## src/rtl/dot_matrix_anim_pkg.sv

```systemverilog
// Shared widths, idle row pattern and sequencer mode type for the dot-matrix animation driver.
package dot_matrix_pkg;

    localparam int SUBSLOTS = 16;
    localparam logic [63:0] ROW_IDLE_N = '1;

    typedef enum logic {SEQ_LOOP, SEQ_ONESHOT} seq_mode_e;

    function automatic int clog2_min1(input int n);
        return (n > 2) ? $clog2(n) : 1;
    endfunction

    function automatic int frame_w(input int frames);
        return clog2_min1(frames);
    endfunction

    function automatic int row_w(input int rows);
        return clog2_min1(rows);
    endfunction

endpackage

```

## src/rtl/dot_matrix_anim_frame_ram.sv

```systemverilog
// Frame bitmap store: one write port and one registered read port, no reset on the array.
module dm_frame_ram
    import dot_matrix_pkg::*;
#(
    parameter int DEPTH = 32,
    parameter int WIDTH = 16,
    parameter int AW    = 5
) (
    input  logic             clk,
    input  logic             we,
    input  logic [AW-1:0]    waddr,
    input  logic [WIDTH-1:0] wdata,
    input  logic             re,
    input  logic [AW-1:0]    raddr,
    output logic [WIDTH-1:0] rdata
);

    logic [WIDTH-1:0] mem [DEPTH];

    // A read of the address being written returns the previous contents.
    always_ff @(posedge clk) begin
        if (we) mem[waddr] <= wdata;
        if (re) rdata <= mem[raddr];
    end

endmodule

```

## src/rtl/dot_matrix_anim.sv

```systemverilog
// Row-multiplexed bi-colour LED matrix scanner with a tick-driven frame sequencer.
// Optional DMA_PWM_DIM_EN adds a 4-bit brightness input that gates columns per 1/16 sub-slot.
module dot_matrix_anim
    import dot_matrix_pkg::*;
#(
    parameter int ROWS        = 8,
    parameter int COLS        = 8,
    parameter int FRAMES      = 4,
    parameter int SCAN_DIV    = 1,
    parameter int FRAME_TICKS = 1000,
    localparam int FW = frame_w(FRAMES),
    localparam int RW = row_w(ROWS)
) (
    input  logic            clk,
    input  logic            rst,
    input  logic            run,
    input  logic            advance,
    input  logic            oneshot,
    input  logic            wr_en,
    input  logic [FW-1:0]   wr_frame,
    input  logic [RW-1:0]   wr_row,
    input  logic [COLS-1:0] wr_red,
    input  logic [COLS-1:0] wr_green,
`ifdef DMA_PWM_DIM_EN
    input  logic [3:0]      bright,
`endif
    output logic [ROWS-1:0] row_n,
    output logic [COLS-1:0] col_red,
    output logic [COLS-1:0] col_green,
    output logic [FW-1:0]   frame_idx,
    output logic            seq_done
);

    localparam int DEPTH = FRAMES * ROWS;
    localparam int AW    = clog2_min1(DEPTH);
    localparam int DW    = clog2_min1(SCAN_DIV);
    localparam int TW    = clog2_min1(FRAME_TICKS);

    localparam logic [FW-1:0] LAST_FRAME = FW'(FRAMES - 1);
    localparam logic [RW-1:0] LAST_ROW   = RW'(ROWS - 1);
    localparam logic [DW-1:0] LAST_DIV   = DW'(SCAN_DIV - 1);
    localparam logic [TW-1:0] LAST_TICK  = TW'(FRAME_TICKS - 1);

    logic [RW-1:0]   r_q, r_d;
    logic [DW-1:0]   div_q, div_d;
    logic [TW-1:0]   tick_q, tick_d;
    logic [FW-1:0]   frame_q, frame_d;
    logic            pending_q, pending_d;
    logic            reached_q, reached_d;
    logic [ROWS-1:0] row_n_q, row_n_d;
    logic            show_q, show_d;
    logic [FW-1:0]   frame_idx_q, frame_idx_d;
    logic            seq_done_q, seq_done_d;
`ifdef DMA_PWM_DIM_EN
    localparam logic [3:0] SUB_LAST = 4'(SUBSLOTS - 1);
    logic [3:0]      sub_q, sub_d;
`endif

    seq_mode_e       mode;
    logic            div_wrap, slot_end, row_wrap, tick, step, rd_en, wr_ok;
    logic [AW-1:0]   rd_addr, wr_addr;
    logic [2*COLS-1:0] rd_data;

    assign wr_ok   = wr_en && (int'(wr_frame) < FRAMES) && (int'(wr_row) < ROWS);
    assign wr_addr = AW'(wr_frame) * AW'(ROWS) + AW'(wr_row);
    assign rd_addr = AW'(frame_q) * AW'(ROWS) + AW'(r_q);

    dm_frame_ram #(
        .DEPTH (DEPTH),
        .WIDTH (2 * COLS),
        .AW    (AW)
    ) u_ram (
        .clk   (clk),
        .we    (wr_ok),
        .waddr (wr_addr),
        .wdata ({wr_red, wr_green}),
        .re    (rd_en),
        .raddr (rd_addr),
        .rdata (rd_data)
    );

    // Defaults are the blanked run=0 state; frame steps only land on the row wrap so frames never tear.
    always_comb begin
        mode     = oneshot ? SEQ_ONESHOT : SEQ_LOOP;
        div_wrap = (div_q == LAST_DIV);
`ifdef DMA_PWM_DIM_EN
        slot_end = div_wrap && (sub_q == SUB_LAST);
        rd_en    = run && (div_q == '0) && (sub_q == '0);
`else
        slot_end = div_wrap;
        rd_en    = run && (div_q == '0);
`endif
        row_wrap = slot_end && (r_q == LAST_ROW);
        tick     = (tick_q == LAST_TICK);
        step     = pending_q || (tick && advance);

        r_d         = '0;
        div_d       = '0;
        tick_d      = '0;
        frame_d     = '0;
        pending_d   = 1'b0;
        reached_d   = 1'b0;
        row_n_d     = ROW_IDLE_N[ROWS-1:0];
        show_d      = 1'b0;
        frame_idx_d = '0;
        seq_done_d  = 1'b0;
`ifdef DMA_PWM_DIM_EN
        sub_d       = '0;
`endif

        if (run) begin
            div_d     = div_wrap ? '0 : div_q + DW'(1);
            r_d       = slot_end ? (row_wrap ? '0 : r_q + RW'(1)) : r_q;
            tick_d    = tick ? '0 : tick_q + TW'(1);
            pending_d = step;
            frame_d   = frame_q;
            if (row_wrap && step) begin
                pending_d = 1'b0;
                if (!(mode == SEQ_ONESHOT && frame_q == LAST_FRAME)) begin
                    if (frame_q == LAST_FRAME) begin
                        frame_d = '0;
                    end else begin
                        frame_d   = frame_q + FW'(1);
                        reached_d = (mode == SEQ_ONESHOT) && (frame_q + FW'(1) == LAST_FRAME);
                    end
                end
            end
            row_n_d     = ~(ROWS'(1) << r_q);
            frame_idx_d = frame_q;
            seq_done_d  = reached_q;
`ifdef DMA_PWM_DIM_EN
            sub_d  = div_wrap ? sub_q + 4'd1 : sub_q;
            show_d = (sub_q < bright);
`else
            show_d = 1'b1;
`endif
        end
    end

    always_ff @(posedge clk) begin
        if (rst) begin
            r_q         <= '0;
            div_q       <= '0;
            tick_q      <= '0;
            frame_q     <= '0;
            pending_q   <= 1'b0;
            reached_q   <= 1'b0;
            row_n_q     <= ROW_IDLE_N[ROWS-1:0];
            show_q      <= 1'b0;
            frame_idx_q <= '0;
            seq_done_q  <= 1'b0;
`ifdef DMA_PWM_DIM_EN
            sub_q       <= '0;
`endif
        end else begin
            r_q         <= r_d;
            div_q       <= div_d;
            tick_q      <= tick_d;
            frame_q     <= frame_d;
            pending_q   <= pending_d;
            reached_q   <= reached_d;
            row_n_q     <= row_n_d;
            show_q      <= show_d;
            frame_idx_q <= frame_idx_d;
            seq_done_q  <= seq_done_d;
`ifdef DMA_PWM_DIM_EN
            sub_q       <= sub_d;
`endif
        end
    end

    // Column data is the RAM read register, blanked by the registered slot enable.
    assign row_n     = row_n_q;
    assign col_red   = rd_data[2*COLS-1:COLS] & {COLS{show_q}};
    assign col_green = rd_data[COLS-1:0] & {COLS{show_q}};
    assign frame_idx = frame_idx_q;
    assign seq_done  = seq_done_q;

endmodule

```

## config.mk

```make
export PLATFORM = sky130hd
export DESIGN_NAME = dot_matrix_anim
export DESIGN_NICKNAME = d
export VERILOG_FILES = /design/src/rtl/dot_matrix_anim_pkg.sv /design/src/rtl/dot_matrix_anim_frame_ram.sv /design/src/rtl/dot_matrix_anim.sv
export SDC_FILE = /design/constraint.sdc
export NUM_CORES = 1
export LEC_CHECK = 0
export BUFFER_PORTS_ARGS = -buffer_cell sky130_fd_sc_hd__buf_2
export CAP_MARGIN = 20
export CORE_UTILIZATION = 40
export CTS_BUF_LIST = sky130_fd_sc_hd__clkbuf_8
export CTS_CLUSTER_DIAMETER = 100
export DETAILED_ROUTE_END_ITERATION = 10
export GPL_TIMING_DRIVEN = 0
export SETUP_SLACK_MARGIN = 0.02
export SYNTH_ARGS = -nofsm -noshare
export SYNTH_HDL_FRONTEND = slang
export SYNTH_HIERARCHICAL = 1
export SYNTH_SLANG_ARGS = --single-unit
```

## constraint.sdc

```tcl
create_clock -name clk -period 6.44 [get_ports clk]
set_input_delay 0.966 -clock clk [delete_from_list [all_inputs] [get_ports clk]]
set_output_delay 0.966 -clock clk [all_outputs]
set_load 0.05 [all_outputs]
```

**Word level (Yosys, flattened, before mapping)**

Memory sizes are Yosys's and may differ from the RTL's. A register that Yosys moved wholly into a read port is not among the register bits.
Index checks and enable logic that the tools add are counted.

- Register bits after elaboration: 30
- Bits in latches: 0
- Bits in writable memories: 512
- Memory bits (read-only): 0
- Input bits: 27
- Output and inout port bits: 27
- Logic and storage cells: 48
- Memories kept: 1

Memory list:

| memory | words | bits a word | read ports | clocked after memory_dff | wr ports | RTL line | text |
|---|---|---|---|---|---|---|---|
| u_ram.mem | 32 | 16 | 1 | 1 | 1 | dot_matrix_anim_frame_ram.sv:18 | `logic [WIDTH-1:0] mem [DEPTH];` |

- $add $sub $neg: 6
- $mul: 0
- Div/mod/pow operators: 0
- Order comparisons: 0
- Equality and inequality tests: 4
- Shift operators: 1
- Muxes and demuxes: 6
- Bitwise operators: 7
- Reductions and logical operators: 13

Operators by type and width:

| cell | number |
|---|---|
| 8-bit bitwise AND | 2 |
| 10-bit by 1-bit adder with 10-bit output (second input constant) | 1 |
| 5-bit by 3-bit adder with 5-bit output | 2 |
| 10-bit == test (second input constant) | 1 |
| 3-bit OR reduction | 3 |
| 8-bit inverter | 1 |
| 1-bit by 3-bit left shift with 8-bit output (first input constant) | 1 |
| 1-bit logical AND | 6 |
| 5-bit OR reduction | 1 |
| 2-bit == test (second input constant) | 2 |
| 1-bit two-way mux | 4 |
| 1-bit inverter | 4 |
| 3-bit by 1-bit adder with 3-bit output (second input constant) | 1 |
| 3-bit == test (second input constant) | 1 |
| 3-bit two-way mux | 1 |
| 2-bit by 1-bit adder with 2-bit output (second input constant) | 1 |
| 2-bit two-way mux | 1 |
| 2-bit AND reduction | 1 |
| 2-bit OR reduction | 1 |
| 1-bit adder (second input constant) | 1 |
| 1-bit logical OR | 1 |

**Logic depth before layout (Yosys ltp)**

Gate-level depths: netlist of the first run.

- Word-level depth: 6
- Depth in mapped cells: 8
- Mapped depth without buffers: 6

**Cells and area by module**

Netlist of the first run, hierarchy kept.

Modules (own cells, without submodules):

| module | times used | cells each | area an instance (um^2) | sequential area each (um^2) |
|---|---|---|---|---|
| dm_frame_ram | 1 | 1,143 | 20,696.1 | 15,855.2 |
| dot_matrix_anim | 1 | 132 | 1,246.2 | 600.6 |

**Worst setup path before layout of the first run**

OpenSTA, ideal clock, no wires.

- Path kind: input to register
- Start: input wr_row[1]
- End: memory u_ram.mem[12][0], enable pin
- Data arrival time: 2.318 ns
- Setup slack: 3.734 ns
- Stages: 3
- Path through: or3b_2 clkbuf_1 nor2_1

- Cells in the longest elaborated chain, start to end: 1

Ends and longest elaborated chain:

| what | RTL line | text |
|---|---|---|
| from (decl) | dot_matrix_anim.sv:21 | `input logic [RW-1:0] wr_row,` |
| 5-bit by 3-bit adder with 5-bit output | dot_matrix_anim.sv:65 | `assign wr_addr = AW'(wr_frame) * AW'(ROWS) + AW'(wr_row);` |
| to (decl) | dot_matrix_anim_frame_ram.sv:18 |  |

Every way passes these cells.

**Worst setup path after layout of the first run**

- Start: register show_q
- End: output col_red[5]

- Cells in the longest elaborated chain, start to end: 1

Ends and longest elaborated chain:

| what | RTL line | text |
|---|---|---|
| from (decl) | dot_matrix_anim.sv:51 | `logic show_q, show_d;` |
| from (signal assigned) | dot_matrix_anim.sv:163 | `show_q <= show_d;` |
| 8-bit bitwise AND | dot_matrix_anim.sv:174 | `assign col_red = rd_data[2*COLS-1:COLS] & {COLS{show_q}};` |
| to (decl) | dot_matrix_anim.sv:28 | `output logic [COLS-1:0] col_red,` |

Every way passes these cells.

==> results of run 1 <==
-- per-layer routing --
| layer | part of all wire | global-route usage |
|---|---|---|
| met3 | 0.073 | 0.0426 |
| met5 | 0 | 0 |
| met1 | 0.44 | 0.263 |
| met2 | 0.46 | 0.290 |
| met4 | 0.025 | 0.0732 |
-- critical path, cell delays in order (launching register included) --
cell	delay, ns
dfxtp_1	0.59
clkbuf_1	0.31
and2_1	0.18
buf_2	0.26
-- cell type report --
type | count | share of cell area
Sequential cell | 558 | 0.661
Multi-Input combinational cell | 640 | 0.200
Clock buffer | 92 | 0.0509
Tap cell | 696 | 0.0350
Buffer | 70 | 0.0225
Timing Repair Buffer | 65 | 0.0166
Clock inverter | 67 | 0.0132
Inverter | 7 | 0.00106
Antenna cell | 1 | 0.000101
-- power groups by stage --
stage,combinational [W],sequential (W),clock [W]
floorplan,0.000176,0.00410,0
global placement,0.000314,0.00410,0
detailed placement,0.000326,0.00411,0
CTS,0.000326,0.00403,0.00280
global route,0.000344,0.00403,0.00296
finish,0.000324,0.00403,0.00273
-- layout by cell type, fill, tap and decap left out, types with 2 or more instances in the layout --
| cell type | netlist | routed |
|---|---|---|
| or3b_2 | 3 | 3 |
| nor2b_1 | 3 | 2 |
| nand4_1 | 20 | 20 |
| mux2i_1 | 257 | 257 |
| nor2_1 | 51 | 25 |
| edfxtp_1 | 528 | 528 |
| buf_4 | 19 | 22 |
| and2_1 | 22 | 22 |
| nand3_1 | 40 | 40 |
| a21oi_1 | 34 | 34 |
| clkbuf_8 | 0 | 92 |
| buf_8 | 6 | 10 |
| clkinv_2 | 0 | 7 |
| ha_1 | 9 | 9 |
| a22oi_1 | 64 | 64 |
| buf_2 | 20 | 74 |
| a22o_1 | 32 | 32 |
| nor3_1 | 17 | 17 |
| dfxtp_1 | 30 | 30 |
| inv_8 | 0 | 2 |
| buf_12 | 5 | 5 |
| a31oi_1 | 16 | 16 |
| xor2_1 | 6 | 6 |
| nand2b_1 | 2 | 2 |
| clkbuf_1 | 13 | 13 |
| nand3b_1 | 5 | 5 |
| buf_6 | 7 | 10 |
| and3_2 | 2 | 2 |
| xnor2_1 | 3 | 3 |
| inv_6 | 0 | 2 |
| clkinv_1 | 0 | 21 |
| nand2_1 | 41 | 41 |
| inv_1 | 7 | 39 |
| nor2_2 | 0 | 26 |
-- path summary, 6_finish.rpt --
path / from / end / slack [ns] / depth (start not counted)
setup / recovery: show_q / col_red[5] / 3.46 / 3
hold reg to reg: reached_q / seq_done / 0.42 / 1
setup reg to reg: r_q[2] / u_ram/rdata[6] / 3.84 / 6
hold / removal: reached_q / seq_done / 0.42 / 1
-- sequential cells by signal, indices dropped and copies added, names as in the netlist --
| name | count |
|---|---|
| div_q | 1 |
| frame_idx | 2 |
| frame_q | 2 |
| pending_q | 1 |
| r_q | 3 |
| reached_q | 1 |
| row_n | 8 |
| seq_done | 1 |
| show_q | 1 |
| tick_q | 10 |
| u_ram/mem | 512 |
| u_ram/rdata | 16 |
-- cells by family after synthesis --
| logic type | synth area share |
|---|---|
| buffers and inverters | 0.0267 |
| other | 0.000171 |
| muxes | 0.118 |
| and+or+nand+nor | 0.0482 |
| adders and majority gates | 0.00513 |
| DFF | 0.750 |
| AOI/OAI and AO/OA | 0.0485 |
| xor gates and xnor gates | 0.00359 |
-- stage by stage --
step / area [µm²] / std cells / util / power (W) / worst slack, ns
6_report: 24900 / 2196 / 0.461 / 0.00708 / 3.46
5_1_grt: 24900 / 2196 / 0.461 / 0.00733 / 3.33
4_1_cts: 24900 / 2195 / 0.461 / 0.00716 / 3.35
3_5_place_dp: 23300 / 2036 / 0.431 / 0.00443 / 3.23
3_3_place_gp: 23100 / 2024 / 0.427 / 0.00442 / 2.88
2_1_floorplan: 21900 / 1275 / - / 0.00428 / 3.73
==> summary.md, run 1 <==
| Metric | Value |
|---|---|
| Count leader, synth | edfxtp_1 |
| Vias in the first global route | 11600 |
| Ys async rst share | 0 |
| Core ar. | 54000 µm² |
| Post-cts gate resize count | 0 |
| Slew HR | 0.338 |
| Pre-Repair DR Iteration Count | 5 |
| Synth area leader | edfxtp_1 |
| DRT Wirelength | 52.7 mm |
| Leak Pwr | 8.06 nW |
| Clk buf depth | 3 |
| Crit path max fanout | 10 |
| GR Overflow Total | 0 |
| Nets | 1469 |
| Pwr/cell area | 285 nW/µm² |
| Post-synthesis sequential area ratio | 0.750 |
| Post-synth top cells | 528 x edfxtp_1, 257 x mux2i_1, 64 x a22oi_1 |
| Main synth FF type | edfxtp_1 |
| Vias per cell | approximately 5.4 |
| Fillers | 4626 |
| WL per Instance | 24.0 µm |
| RSZ-0062 raised after global routing | false |
| Initial Util | 0.406 |
| Cell Area, Synth | 21900 µm² |
| Worst min path class | flip-flop to flip-flop |
| Setup violators final | 0 |
| Die Y-Extent | 236 µm |
| Initial antenna violation count | 2 |
| Crit start category | flip-flop |
| Die ar. | 55800 µm² |
| Clock share of power | 0.385 |
| Seq pwr share | 0.569 |
| Post-synth top area share | 0.723 |
| Synth Area per Inst | 17.2 µm² |
| Final hold vios | 0 |
| Vias | 11900 |
| PortBufs | 53 |
| Htree depth | 3 |
| Critical path class | flip-flop to output pin |
| CTS Sinks | 558 |
| CP endpoint kind | output pin |
| Gp weighted congestion | 0.859 |
| Req. time, crit path | 5.47 ns |
| Worst-path clk slew | 0.06 ns |
| Starting DRC count in detailed routing | 1029 |
| Hold_buf cts | 0 |
| # DRC | 0 |
| Status | finished, final reports clean |
| Hold WS | ~0.42 ns |
| Synth area leaders | edfxtp_1 72%, mux2i_1 12%, dfxtp_1 2.7% |
| Slew @ Worst Pin | 0.991 ns |
| Tcrit/Tclk final | 0.463 |
| Setup TNS Final | 0 ns |
| EDFF count, synth | 528 |
| Clock period minus worst slack | 2.98 ns |
| Maxcap violations | 0 |
| Worst Path Arrival | 2.01 ns |
| Setup Fix Bufs, Post-CTS | 0 |
| Gr usage total | 0.190 |
| Combinational share of power | 0.046 |
| Area grow syn2layout | 13.4% |
| CTS Buf Count | 91 |
| I/O pins | 54 |
| Internal power | 0.00549 W |
| First-pass GRT wire length | 76.6 mm |
| HPWL after detailed placement | 33.5 mm |
| Clock network latency to the later pin of the worst-skew pair | 0.69 ns |
| Clk root buf | clkbuf_8 |
| Pin count of the biggest net entering global routing | 33 |
| Yosys warns | 6 |
| Max Slew Vio Count | 0 |
| Sw frac | 0.225 |
| Synth Instances | 1275 |
| Synth cell types | 41 |
| Antenna-violating nets left | 0 |
| Clock skew | 0.0292 ns |
| Net Sw Power | between 0.0015 and 0.002 W |
| Max VDD drop | 0.147 mV |
| Synthesized net count | ~1300 |
| FMAX | 0.336 GHz |
| Yosys reg bits | 558 |
| FP Rows | 85 |
| Share of cells above drive strength 1 | 0.175 |
| Reg area | 16500 µm² |
| Die X-Extent | 236 µm |
| CTS tree | done |
| Multi-input gate area | 4970 µm² |
Power figures use the tool's default switching activity.
==> inputs of run 2 (changes only) <==
==> constraint.sdc (replaced) <==
create_clock -name clk -period 2.8 [get_ports clk]
set_input_delay 0.42 -clock clk [delete_from_list [all_inputs] [get_ports clk]]
set_output_delay 0.42 -clock clk [all_outputs]
set_load 0.05 [all_outputs]
==> run 2 against run 1 <==
  * Total power is 130% higher
  * Clock skew increased by 0.0015 ns
  * Die area stayed put
  * Non-clock buffer count increased by 1
  * Clock power increased by 130%
  * First-iteration DRC count increased by 3.0%
  * Flip-flop and latch count unchanged
  * Largest power group unchanged
  * Register-to-register slack got worse by 3.6 ns
  * Sequential power grew 130%
  * Combinational power up 130%
  * Setup slack got worse by 3.3 ns
==> summary.md, run 2 (synthesized netlist as in run 1, its figures left out) <==
| Metric | Value |
|---|---|
| Pre-Repair DR Iteration Count | 5 (unchanged) |
| PortBufs | 53 (unchanged) |
| RSZ-0062 raised after global routing | false (unchanged) |
| Setup Fix Bufs, Post-CTS | 0 (unchanged) |
| Antenna-violating nets left | 0 (unchanged) |
| Worst Path Arrival | 2.96 ns (was 2.01 ns) |
| Worst min path class | input pin to flip-flop (was flip-flop to flip-flop) |
| Finished Layout Cells | 2197 (was 2196) |
| I/O pins | 54 (unchanged) |
| Initial antenna violation count | 2 (unchanged) |
| Slew HR | 0.333 (was 0.338) |
| Max Slew Vio Count | 0 (unchanged) |
| Most frequent cells in the layout | 528 x edfxtp_1, 257 x mux2i_1, 92 x clkbuf_8 (unchanged) |
| Clock period minus worst slack | 2.61 ns |
| GR Overflow Total | 0 (unchanged) |
| Clk buf depth | 3 (unchanged) |
| Combinational share of power | 0.046 (about the same) |
| Crit start category | flip-flop (unchanged) |
| Tcrit/Tclk final | 0.931 |
| Htree depth | 3 (unchanged) |
| CTS Buf Count | 91 (unchanged) |
| Clock skew | 0.0307 ns (was 0.0292 ns) |
| Reg2Reg Launch Point | r_q[2] (unchanged) |
| Setup TNS Final | 0 ns (unchanged) |
| DRT Wirelength | 52.7 mm (about the same) |
| Commonest non-fill, non-tap cell in the layout | edfxtp_1 (unchanged) |
| Inst Count DP | 2036 (unchanged) |
| CP endpoint kind | flip-flop (was output pin) |
| Initial Util | 0.406 (unchanged) |
| Worst reg-to-reg path cell count | 6 (unchanged) |
| GR Layer Usage met3 | 0.0426 (unchanged) |
| Share of cells above drive strength 1 | 0.175 (about the same) |
| Slew @ Worst Pin | 0.999 ns (was 0.991 ns) |
| RR Endpoint | u_ram/rdata[6] (unchanged) |
| Area grow syn2layout | 13.5% (was 13.4%) |
| Gr usage total | 0.190 (unchanged) |
| Critical path class | flip-flop to flip-flop (was flip-flop to output pin) |
| Req. time, crit path | 3.15 ns (was 5.47 ns) |
| Starting DRC count in detailed routing | 1060 (was 1029) |
| FMAX | ~0.38 GHz |
| CTS tree | done (unchanged) |
| Max reg flops | 512 (unchanged) |
| Pre-CTS WS | 0.132 ns (was 3.23 ns) |
| Reg2Reg Setup Slack | 0.19 ns (was 3.84 ns) |
| Total chip power | 0.0163 W (was 0.00708 W) |
| Final hold vios | 0 (unchanged) |
| Post-cts gate resize count | 0 (unchanged) |
| Die X-Extent | 236 µm (unchanged) |
| Crit path max fanout | 11 (was 10) |
| HPWL after detailed placement | 33.5 mm (unchanged) |
| Worst setup margin | 0.192 ns (was 3.46 ns) |
| Net Sw Power | 0.00367 W (was 0.00159 W) |
| Clock network latency to the later pin of the worst-skew pair | 0.69 ns (about the same) |
| Die Y-Extent | 236 µm (unchanged) |
| First-pass GRT wire length | 76.6 mm (about the same) |
| Hold Path Depth | 4 (was 1) |
| Pwr/cell area | 655 nW/µm² (was 285 nW/µm²) |
| M2 GR Usage | 0.290 (unchanged) |
| CTS Sinks | 558 (unchanged) |
| # DRC | 0 (unchanged) |
| Seq pwr share | 0.569 (about the same) |
| GR Layer Usage met1 | 0.263 (unchanged) |
| Maxcap violations | 0 (unchanged) |
| WL per Instance | 24.0 µm (about the same) |
| Die ar. | 55800 µm² (unchanged) |
| Internal power | 0.0126 W (was 0.00549 W) |
| Hold WS | 0.129 ns (was 0.424 ns) |
| Max VDD drop | 0.339 mV (was 0.147 mV) |
| Nets | 1470 (was 1469) |
| Clk root buf | clkbuf_8 (unchanged) |
| Worst-path clk slew | 0.06 ns (about the same) |
| Core ar. | 54000 µm² (unchanged) |
| Status | finished, final reports clean (unchanged) |
| Pin count of the biggest net entering global routing | 33 (unchanged) |
| Clock share of power | 0.385 (about the same) |
| FP Rows | 85 (unchanged) |
| Hold Path Origin | rst (was reached_q) |
| Setup violators final | 0 (unchanged) |
| Leak Pwr | 8.06 nW (about the same) |
| Vias per cell | 5.39 (was 5.41) |
| WHS Endpoint | tick_q[4] (was seq_done) |
| Global route hottest layer | met2 (unchanged) |
| Largest regs | u_ram/mem x512, u_ram/rdata x16, tick_q x10 (unchanged) |
| Sw frac | 0.225 (about the same) |
| Vias in the first global route | 11600 (about the same) |
| Largest register by flop count | u_ram/mem (unchanged) |
| Vias | 11800 (was 11900) |
| Gp weighted congestion | 0.859 (unchanged) |
[run 2: timing repair]
action | 4_1_cts | 5_1_grt
endpoints found under the hold margin | 1 | 0
hold buffers | 1 | 0
setup endpoints to repair | 0 | 0
[run 2: cell type report]
class	instances	area (µm²)
Fill cell	4625	29100
Sequential cell	558	16500
Multi-Input combinational cell	640	4970
Clock buffer	92	1270
Tap cell	696	871
Buffer	70	561
Timing Repair Buffer	66	424
Clock inverter	67	328
Inverter	7	26.3
Antenna cell	1	2.50
[run 2: layer usage]
layer  up-vias  routed length (µm)
met2       412               24300
met4         0                1240
met1      6042               23200
li1       5331                   -
met3        62                3900
met5         -                   0
[run 2: power groups by stage]
stage | sequential [W] | clock (W) | combinational, W
6_report | 0.00927 | 0.00628 | 0.000747
2_1_floorplan | 0.00944 | 0 | 0.000405
3_3_place_gp | 0.00944 | 0 | 0.000721
5_1_grt | 0.00927 | 0.00681 | 0.000791
4_1_cts | 0.00927 | 0.00644 | 0.000752
3_5_place_dp | 0.00944 | 0 | 0.000749
[run 2: critical path, stage by stage, from the launching register on]
cell,delay (ns)
dfxtp_1,0.58
nor2b_1,0.20
buf_4,0.24
buf_2,0.34
a22oi_1,0.14
a31oi_1,0.54
nand3_1,0.23
[run 2: how the worst max path moves through the flow]
stage / start / to / slack, ns / depth (start not counted)
2_1_floorplan: wr_row[1] / u_ram/mem[12][0] / 0.64 / 3
3_3_place_gp: wr_row[1] / u_ram/mem[0][5] / -0.21 / 4
3_5_place_dp: wr_row[1] / u_ram/mem[20][3] / 0.13 / 5
4_1_cts: r_q[2] / u_ram/rdata[3] / 0.13 / 6
5_1_grt: frame_q[0] / u_ram/rdata[6] / 0.11 / 7
6_report: r_q[2] / u_ram/rdata[6] / 0.19 / 6
[run 2: through the flow]
stage | cell area (µm²) | utilization
2_1_floorplan | 21900 | -
3_3_place_gp | 23100 | 0.427
3_5_place_dp | 23300 | 0.431
4_1_cts | 24900 | 0.461
5_1_grt | 24900 | 0.461
6_report | 24900 | 0.461
==> inputs of run 3 (changes only) <==
--- a/config.mk
+++ b/config.mk
@@ -6,9 +6,9 @@
 export NUM_CORES = 1
 export LEC_CHECK = 0
 export BUFFER_PORTS_ARGS = -buffer_cell sky130_fd_sc_hd__buf_2
-export CAP_MARGIN = 20
+export CORE_MARGIN = 1.5
 export CORE_UTILIZATION = 40
-export CTS_BUF_LIST = sky130_fd_sc_hd__clkbuf_8
+export CTS_BUF_LIST = sky130_fd_sc_hd__clkbuf_16
 export CTS_CLUSTER_DIAMETER = 100
 export DETAILED_ROUTE_END_ITERATION = 10
 export GPL_TIMING_DRIVEN = 0
==> run 3 against run 2 <==
  * Critical endpoint is now u_ram/rdata[5]
  * Utilization increased by 0.22 points
  * Maximum frequency decreased by 1.4%
  * Die area increased by 0.85%
  * Total power increased by 4.8%
  * Clock power increased by 13%
  * Register-to-register slack got worse by 0.04 ns
==> summary.md, run 3 (synthesized netlist as in run 1, its figures left out) <==
| Metric | Value |
|---|---|
| Max VDD drop | 0.577 mV (was 0.339 mV) |
| RR Endpoint | u_ram/rdata[5] (was u_ram/rdata[6]) |
| Gr usage total | 0.187 (was 0.190) |
| Worst-path clk slew | 0.06 ns (about the same) |
| Fillers | 4620 (was 4625) |
| Clk buf depth | 3 (unchanged) |
| Core ar. | 54000 µm² (unchanged) |
| Share of cells above drive strength 1 | 0.159 (was 0.175) |
| FP Rows | 85 (unchanged) |
| Initial antenna violation count | 2 (unchanged) |
| Largest register by flop count | u_ram/mem (unchanged) |
| First-pass GRT wire length | 76.5 mm (was 76.6 mm) |
| Pwr/cell area | 683 nW/µm² (was 655 nW/µm²) |
| Crit path largest cell delay | 0.58 ns (about the same) |
| WHS Endpoint | reached_q (was tick_q[4]) |
| Antenna-violating nets left | 0 (unchanged) |
| Hold_buf cts | 0 (was 1) |
| GR Overflow Total | 0 (unchanged) |
| FMAX | 0.378 GHz (was 0.383 GHz) |
| Area grow syn2layout | 14.0% (was 13.5%) |
| Hold Path Origin | oneshot (was rst) |
| Hold Path Depth | 3 (was 4) |
| Pin count of the biggest net entering global routing | 33 (unchanged) |
| Reg2Reg Setup Slack | 0.16 ns (was 0.19 ns) |
| Setup TNS Final | 0 ns (unchanged) |
| # DRC | 0 (unchanged) |
| Maxcap violations | 0 (unchanged) |
| Setup violators final | 0 (unchanged) |
| Slew @ Worst Pin | 1.00 ns (was 0.999 ns) |
| RSZ-0062 raised after global routing | false (unchanged) |
| DRT Wirelength | 52.3 mm (was 52.7 mm) |
| CTS tree | done (unchanged) |
| Gp weighted congestion | 0.853 (was 0.859) |
| Commonest non-fill, non-tap cell in the layout | edfxtp_1 (unchanged) |
| WL met3 | 3.63 mm (was 3.90 mm) |
| Die Y-Extent | 237 µm (was 236 µm) |
| Final hold vios | 0 (unchanged) |
| Met2 WL post-DR | 24.2 mm (was 24.3 mm) |
| Pre-Repair DR Iteration Count | 5 (unchanged) |
| CTS Sinks | 558 (unchanged) |
| Reg2Reg Launch Point | r_q[2] (unchanged) |
| Most frequent cells in the layout | 528 x edfxtp_1, 257 x mux2i_1, 73 x buf_2 (was 528 x edfxtp_1, 257 x mux2i_1, 92 x clkbuf_8) |
| Vias | 11700 (was 11800) |
| Clock network latency to the later pin of the worst-skew pair | 0.63 ns (was 0.69 ns) |
| Clock period minus worst slack | 2.64 ns (was 2.61 ns) |
| Leak Pwr | 7.99 nW (was 8.06 nW) |
| Clock skew | 0.0299 ns (was 0.0307 ns) |
| Initial Util | 0.406 (unchanged) |
| Met1 Wirelength | 23.4 mm (was 23.2 mm) |
| PortBufs | 53 (unchanged) |
| Setup Fix Bufs, Post-CTS | 0 (unchanged) |
| Highest Signal Layer | met4 (unchanged) |
| Htree depth | 2 (was 3) |
| Post-cts gate resize count | 0 (unchanged) |
| Worst Path Arrival | 2.94 ns (was 2.96 ns) |
| CTS Buf Count | 56 (was 91) |
| Inst Count DP | 2030 (was 2036) |
| Worst min path class | input pin to flip-flop (unchanged) |
| Tcrit/Tclk final | 0.945 (was 0.931) |
| I/O pins | 54 (unchanged) |
| WL per Instance | 24.5 µm (was 24.0 µm) |
| Vias per cell | 5.48 (was 5.39) |
| Worst reg-to-reg path cell count | 6 (unchanged) |
| Worst setup margin | 0.155 ns (was 0.192 ns) |
| CP endpoint kind | flip-flop (unchanged) |
| Crit path max fanout | 11 (unchanged) |
| Vias in the first global route | 11400 (was 11600) |
| Status | finished, final reports clean (unchanged) |
| Max reg flops | 512 (unchanged) |
| Crit start category | flip-flop (unchanged) |
| Nets | 1428 (was 1470) |
| Finished Layout Cells | 2131 (was 2197) |
| Worst-path cell chain | nor2b_1 -> buf_4 -> buf_2 -> a22oi_1 -> a31oi_1 -> nand3_1 (unchanged) |
| Critical path class | flip-flop to flip-flop (unchanged) |
| Starting DRC count in detailed routing | 1072 (was 1060) |
| Die ar. | 56300 µm² (was 55800 µm²) |
| Die X-Extent | 237 µm (was 236 µm) |
| Pre-CTS WS | -0.110 ns (was 0.132 ns) |
| CP max stage cell | dfxtp_1 (unchanged) |
| Clk root buf | clkbuf_16 (was clkbuf_8) |
| Slew HR | 0.332 (was 0.333) |
| Largest regs | u_ram/mem x512, u_ram/rdata x16, tick_q x10 (unchanged) |
| Max Slew Vio Count | 0 (unchanged) |
| HPWL after detailed placement | 33.1 mm (was 33.5 mm) |
| Req. time, crit path | 3.10 ns (was 3.15 ns) |
[run 3: changes by cell type in the layout (fill, tap and decap cells not counted), sizes merged]
cell,previous run,this run
buf,122,116
bufinv,1,4
clkbuf,105,69
clkinv,29,26
dlygate4sd3,1,0
inv,43,20
[run 3: worst max-delay path, delay by kind of cell, from the launching register on]
kind / cells / cell delay [ns]
AND/OR/NAND/NOR: 2 / 0.43
flip-flops: 1 / 0.58
buffers and inverters: 2 / 0.58
AO/OA/AOI/OAI: 2 / 0.73
[run 3: worst max-delay path by stage]
stage                     startpoint               end  slack, ns  cells after the start
final                         r_q[2]    u_ram/rdata[5]       0.16                      6
after CTS                     r_q[2]    u_ram/rdata[3]       0.14                      6
after global routing      frame_q[1]    u_ram/rdata[7]       0.08                      7
after detailed placement   wr_row[1]  u_ram/mem[12][9]      -0.11                      4
after floorplan            wr_row[1]  u_ram/mem[12][0]       0.64                      3
after global placement     wr_row[1]   u_ram/mem[0][3]      -0.21                      4
[run 3: layer usage]
metal,vias up,track usage
li1,5228,-
met1,6056,0.272
met2,329,0.288
met3,64,0.0391
met4,0,0.0479
met5,-,0
[run 3: area by class of cell]
| class | count | area [µm²] | share of cell area |
|---|---|---|---|
| inverter | 7 | 26.3 | 0.00105 |
| timing repair buffer | 59 | 368 | 0.0147 |
| antenna | 1 | 2.50 | 0.000100 |
| clock inverter | 44 | 347 | 0.0139 |
| tap | 696 | 871 | 0.0348 |
| multi-input combinational | 640 | 4990 | 0.199 |
| sequential | 558 | 16500 | 0.658 |
| buffer | 70 | 561 | 0.0224 |
| clock buffer | 56 | 1400 | 0.0560 |
[run 3: report_power, final]
| group | internal [W] | leakage [nW] | switching [W] |
|---|---|---|---|
| Clock | 0.00399 | 0.896 | 0.00308 |
| Combinational | 0.000236 | 2.08 | 0.000508 |
| Sequential | 0.00924 | 5.01 | 0.0000285 |
[run 3: through the flow]
stage	hold slack [ns]	total power [W]	util	instance area [µm²]
finish	0.0749	0.0171	0.463	25000
global route	0.0612	0.0177	0.463	25000
CTS	0.0349	0.0173	0.463	25000
detailed placement	0.413	0.0102	0.430	23300
global placement	0.415	0.0102	0.427	23100
floorplan	0.406	0.00984	-	21900
